[config.mk]
export PLATFORM = sky130hd
export DESIGN_NAME = axil_passthru_master
export DESIGN_NICKNAME = d
export VERILOG_FILES = /design/src/rtl/axil_passthru_master.sv
export SDC_FILE = /design/constraint.sdc
export NUM_CORES = 1
export LEC_CHECK = 0
export BUFFER_PORTS_ARGS = -buffer_cell sky130_fd_sc_hd__buf_2
export CAP_MARGIN = 20
export CELL_PAD_IN_SITES_DETAIL_PLACEMENT = 1
export CELL_PAD_IN_SITES_GLOBAL_PLACEMENT = 2
export CORE_ASPECT_RATIO = 2
export CORE_MARGIN = 4
export CORE_UTILIZATION = 28
export CTS_BUF_LIST = sky130_fd_sc_hd__clkbuf_8 sky130_fd_sc_hd__clkbuf_16
export DETAILED_ROUTE_END_ITERATION = 10
export HOLD_SLACK_MARGIN = 0.06
export PLACE_DENSITY = 0.86
export SKIP_CTS_REPAIR_TIMING = 1
export SLEW_MARGIN = 20
export SYNTH_ARGS = -nofsm -noshare
export SYNTH_HDL_FRONTEND = slang
export SYNTH_SLANG_ARGS = --single-unit
export TNS_END_PERCENT = 20
[constraint.sdc]
create_clock -name clk -period 3.11 [get_ports clk]
set_clock_uncertainty 0.05 [all_clocks]
set_input_delay 0.311 -clock clk [delete_from_list [all_inputs] [get_ports clk]]
set_output_delay 0.311 -clock clk [all_outputs]
set_load 0.005 [all_outputs]
[src/rtl/axil_passthru_master.sv]
// Single-beat AXI4-Lite master for register-file pass-through access.
// Define PASSTHRU_TIMEOUT_EN to abort a hung transaction with DECERR.
module axil_passthru_master #(
  parameter int AW             = 12,
  parameter int TIMEOUT_CYCLES = 1000
) (
  input  logic          clk,
  input  logic          resetn,
  input  logic          i_start,
  input  logic          i_write,
  input  logic [AW-1:0] i_addr,
  input  logic [31:0]   i_wdata,
  output logic [31:0]   o_rdata,
  output logic [1:0]    o_resp,
  output logic          o_busy,
  output logic          o_done,
  output logic [31:0]   M_AXI_AWADDR,
  output logic [2:0]    M_AXI_AWPROT,
  output logic          M_AXI_AWVALID,
  input  logic          M_AXI_AWREADY,
  output logic [31:0]   M_AXI_WDATA,
  output logic [3:0]    M_AXI_WSTRB,
  output logic          M_AXI_WVALID,
  input  logic          M_AXI_WREADY,
  input  logic [1:0]    M_AXI_BRESP,
  input  logic          M_AXI_BVALID,
  output logic          M_AXI_BREADY,
  output logic [31:0]   M_AXI_ARADDR,
  output logic [2:0]    M_AXI_ARPROT,
  output logic          M_AXI_ARVALID,
  input  logic          M_AXI_ARREADY,
  input  logic [31:0]   M_AXI_RDATA,
  input  logic [1:0]    M_AXI_RRESP,
  input  logic          M_AXI_RVALID,
  output logic          M_AXI_RREADY
);

  typedef enum logic [2:0] {
    IDLE, WR_AW_W, WR_B, RD_AR, RD_R
  } state_t;

  state_t        state, state_nx;
  logic [AW-1:0] addr_q;
  logic [31:0]   wdata_q;
  logic          start_ok, expire, abort;
  logic          aw_hs, w_hs, b_hs, ar_hs, r_hs;
  logic          wr_both;
  logic          aw_d, w_d, ar_d, bready_d, rready_d;
  logic          done_d;
  logic [31:0]   rdata_d;
  logic [1:0]    resp_d;

  assign o_busy   = (state != IDLE);
  assign start_ok = i_start && (state == IDLE);

  assign aw_hs = M_AXI_AWVALID && M_AXI_AWREADY;
  assign w_hs  = M_AXI_WVALID  && M_AXI_WREADY;
  assign b_hs  = M_AXI_BVALID  && M_AXI_BREADY;
  assign ar_hs = M_AXI_ARVALID && M_AXI_ARREADY;
  assign r_hs  = M_AXI_RVALID  && M_AXI_RREADY;

  // Each channel is done if it finished earlier or finishes now.
  assign wr_both = (!M_AXI_AWVALID || aw_hs) &&
                   (!M_AXI_WVALID  || w_hs);

  assign M_AXI_AWADDR = 32'(addr_q);
  assign M_AXI_ARADDR = 32'(addr_q);
  assign M_AXI_WDATA  = wdata_q;
  assign M_AXI_AWPROT = 3'b000;
  assign M_AXI_ARPROT = 3'b000;
  assign M_AXI_WSTRB  = 4'hF;

`ifdef PASSTHRU_TIMEOUT_EN
  localparam int CW = $clog2(TIMEOUT_CYCLES + 1);
  logic [CW-1:0] cnt;

  // The start cycle counts as cycle 1; saturates once expired.
  assign expire = o_busy &&
                  (cnt >= CW'(TIMEOUT_CYCLES - 1));

  always_ff @(posedge clk or negedge resetn) begin
    if (!resetn) begin
      cnt <= '0;
    end else if (start_ok) begin
      cnt <= CW'(1);
    end else if (o_busy && !expire) begin
      cnt <= cnt + CW'(1);
    end
  end
`else
  logic unused_timeout;
  assign unused_timeout = |TIMEOUT_CYCLES;
  assign expire = 1'b0;
`endif

  always_ff @(posedge clk or negedge resetn) begin
    if (!resetn) state <= IDLE;
    else         state <= state_nx;
  end

  always_comb begin
    state_nx = state;
    unique case (state)
      IDLE: begin
        if (i_start) state_nx = i_write ? WR_AW_W : RD_AR;
      end
      WR_AW_W: begin
        if (wr_both)     state_nx = WR_B;
        else if (expire) state_nx = IDLE;
      end
      WR_B: begin
        if (b_hs || expire) state_nx = IDLE;
      end
      RD_AR: begin
        if (ar_hs)       state_nx = RD_R;
        else if (expire) state_nx = IDLE;
      end
      RD_R: begin
        if (r_hs || expire) state_nx = IDLE;
      end
      default: state_nx = IDLE;
    endcase
  end

  // A handshake in the expiry cycle completes normally.
  assign abort = expire && (state_nx == IDLE) &&
                 !b_hs && !r_hs;

  always_comb begin
    aw_d     = M_AXI_AWVALID && !M_AXI_AWREADY;
    w_d      = M_AXI_WVALID  && !M_AXI_WREADY;
    ar_d     = M_AXI_ARVALID && !M_AXI_ARREADY;
    bready_d = (state_nx == WR_B);
    rready_d = (state_nx == RD_R);
    rdata_d  = o_rdata;
    resp_d   = o_resp;
    done_d   = 1'b0;
    if (start_ok) begin
      aw_d = i_write;
      w_d  = i_write;
      ar_d = !i_write;
    end
    if (b_hs) begin
      resp_d = M_AXI_BRESP;
      done_d = 1'b1;
    end
    if (r_hs) begin
      rdata_d = M_AXI_RDATA;
      resp_d  = M_AXI_RRESP;
      done_d  = 1'b1;
    end
    if (abort) begin
      aw_d   = 1'b0;
      w_d    = 1'b0;
      ar_d   = 1'b0;
      resp_d = 2'b11;
      done_d = 1'b1;
    end
  end

  always_ff @(posedge clk or negedge resetn) begin
    if (!resetn) begin
      M_AXI_AWVALID <= 1'b0;
      M_AXI_WVALID  <= 1'b0;
      M_AXI_BREADY  <= 1'b0;
      M_AXI_ARVALID <= 1'b0;
      M_AXI_RREADY  <= 1'b0;
      o_rdata       <= '0;
      o_resp        <= '0;
      o_done        <= 1'b0;
      addr_q        <= '0;
      wdata_q       <= '0;
    end else begin
      M_AXI_AWVALID <= aw_d;
      M_AXI_WVALID  <= w_d;
      M_AXI_BREADY  <= bready_d;
      M_AXI_ARVALID <= ar_d;
      M_AXI_RREADY  <= rready_d;
      o_rdata       <= rdata_d;
      o_resp        <= resp_d;
      o_done        <= done_d;
      if (start_ok) begin
        addr_q  <= i_addr;
        wdata_q <= i_wdata;
      end
    end
  end

endmodule

==> out/metrics.cfg <==
[grt]
grt_pass1_wl_um=15290
grt_pass1_vias=2843
grt_usage=0.1264
antenna_found_initial=2
grt_max_degree=88
grt-ovfl-total=0

[place]
gp_congestion=0.7694
dpl.hpwl_um=7770
place_area_um2=4596
place_inst=591
portBuffers=185

[layout]
final_cell_mix=buf_2 (184), dfrtp_1 (87), mux2_2 (73), conb_1 (50)
final_nets=537
final_cells=610
nFillCells=1538
final_design_area_no_fill_um2=4902
drive_above_1_share=0.6115
final_common_cell=buf_2
area_growth_pct=29.05

[floorplan]
die_area_um2=15610
core_um2=13360
die_width_um=90.36
die_h_um=172.7
io_pins=236
start_util=0.2843
std_cell_rows=60

[job]
drv_cap=0

[clock_tree]
clk_latency_ns=0.32
numCtsBuffers=9
root_buffer=clkbuf_16
htreeDepth=3
cts_tree=built
cts_buffer_depth=2
path_clk_slew_ns=0.07
cts_sinks=87

[critical_path]
crit_type=register to register
crit_path_end_kind=register
critPathBufInv=1
cp_slowest_cell=buf_4
cp_slowest_stage_delay_ns=0.53
timing.rr.end=M_AXI_WDATA[26]
r2r_start=state[0]
cp_top_family=buffers and inverters
worstPathArrival_ns=2.05
worstPathMaxFanout=51
cp-start-kind=register
cp_num_cells=3
crit_chain=nor4b_4 -> buf_4 -> mux2_2
crit_required_ns=3.26
reg2reg_depth=3
rrSetupSlack_ns=1.21

[yosys]
yosysWarnings=0
syn_avg_cell_area_um2=14.02
synthDistinctLibCells=25
synth_seq_cells=87
synth_cells=271
synth_area_um2=3799
yosysSeqAreaShare=0.5731

[min_path]
whs_path_depth=2
hold_start=i_wdata[0]
min_path_type=input pin to register
hold_path_end=M_AXI_WDATA[0]

[sta]
rsz0062_at_grt=no
setup_viol=0
max_freq_ghz=0.5271
slew_headroom=0.5910
layout_min_cycle_time_ns=1.897
fin_tns_setup_ns=0
post-route-period-util=0.6100
tightest_slew_ns=0.6135
hold_viol=0
slew_violations=0

[detailed_routing]
drt_drc_violations_left=0
vias=2561
first_iter_violations=60
drt_first_pass_iters=3
routed_wl_um=9871
drtAntennaViolNets=0
wl_per_cell_um=16.18
vias_per_cell=4.198

[run_status]
outcome=finished, final reports clean

[pwr]
power.density_nw_per_um2=897.6
cellLeakagePower_uw=0.002630
ir_drop_mv=0.2434

==> Yosys cell counts, drive strengths merged <==
cell,number,area (um^2)
and3b,1,8.760
a21oi,3,15.01
dfrtp,87,2177
nor2,2,7.510
nand2,9,33.78
inv,1,3.750
buf,70,536.8
mux2i,2,20.02
or3,1,6.260
a22oi,1,7.510
a211o,1,8.760
nand3,2,10.01
nor4b,1,23.77
conb,2,7.510
o31ai,2,15.01
nand2b,3,18.77
nor3b,1,7.510
mux2,76,855.8
clkbuf,1,3.750
o21ai,3,15.01
nand3b,1,7.510
or3b,1,8.760
==> cells by family after synthesis <==
logic type	Yosys count	share of synthesized area
DFF	87	0.5731
and+or+nand+nor	22	0.03492
muxes	78	0.2306
other	2	0.001977
AOI/OAI and AO/OA	10	0.01614
buffers and inverters	72	0.1433
==> registers in the layout (all words and copies together), names as in the netlist <==
signal         cells
M_AXI_ARVALID      1
M_AXI_BREADY       1
o_resp             2
M_AXI_WDATA       32
state              3
M_AXI_AWVALID      1
M_AXI_WVALID       1
addr_q            12
o_rdata           32
o_done             1
M_AXI_RREADY       1
==> report_power, final <==
part	internal, uW	switching, uW	leakage, uW
Combinational	848	622	0.00140
Sequential	1610	270	0.00108
Clock	617	431	0.000144
==> worst max path at each step <==
| stage | end | startpoint | slack, ns |
|---|---|---|---|
| 6_report | M_AXI_WDATA[26] | state[0] | 1.21 |
| 5_1_grt | addr_q[7] | state[0] | 1.12 |
| 4_1_cts | M_AXI_WDATA[26] | state[0] | 1.18 |
| 3_5_place_dp | M_AXI_WDATA[16] | state[0] | 1.18 |
| 3_3_place_gp | addr_q[0] | state[0] | 1.25 |
| 2_1_floorplan | M_AXI_WDATA[1] | state[0] | 1.49 |
==> metal layers <==
layer / vias to the layer above / global-route usage / share of wire
met5: - / 0 / 0
met4: 0 / 0.06714 / 0.037
li1: 1157 / - / -
met2: 138 / 0.2507 / 0.60
met3: 25 / 0.03700 / 0.063
met1: 1241 / 0.1094 / 0.30
==> cell type report <==
class                      instances  area (um^2)  area share
sequential                        87         2177      0.4441
multi-input combinational        160         1257      0.2565
timing repair buffer             189        973.4      0.1986
clock buffer                       9        225.2     0.04594
tap                              155        193.9     0.03956
clock inverter                     7        66.31     0.01353
antenna                            2        5.005    0.001021
inverter                           1        3.754   0.0007657
==> through the flow <==
| stage | utilization | total power, uW | setup slack [ns] | hold WS (ns) |
|---|---|---|---|---|
| finish | 0.3669 | 4400 | 1.213 | 0.1482 |
| global route | 0.3669 | 4698 | 1.119 | 0.1297 |
| CTS | 0.3657 | 4505 | 1.177 | -0.01272 |
| detailed placement | 0.3439 | 3422 | 1.183 | 0.3515 |
| global placement | 0.3439 | 3320 | 1.250 | 0.3271 |
| floorplan | - | 2764 | 1.495 | -0.03459 |
No activity file was read; power rests on OpenSTA's default activity.
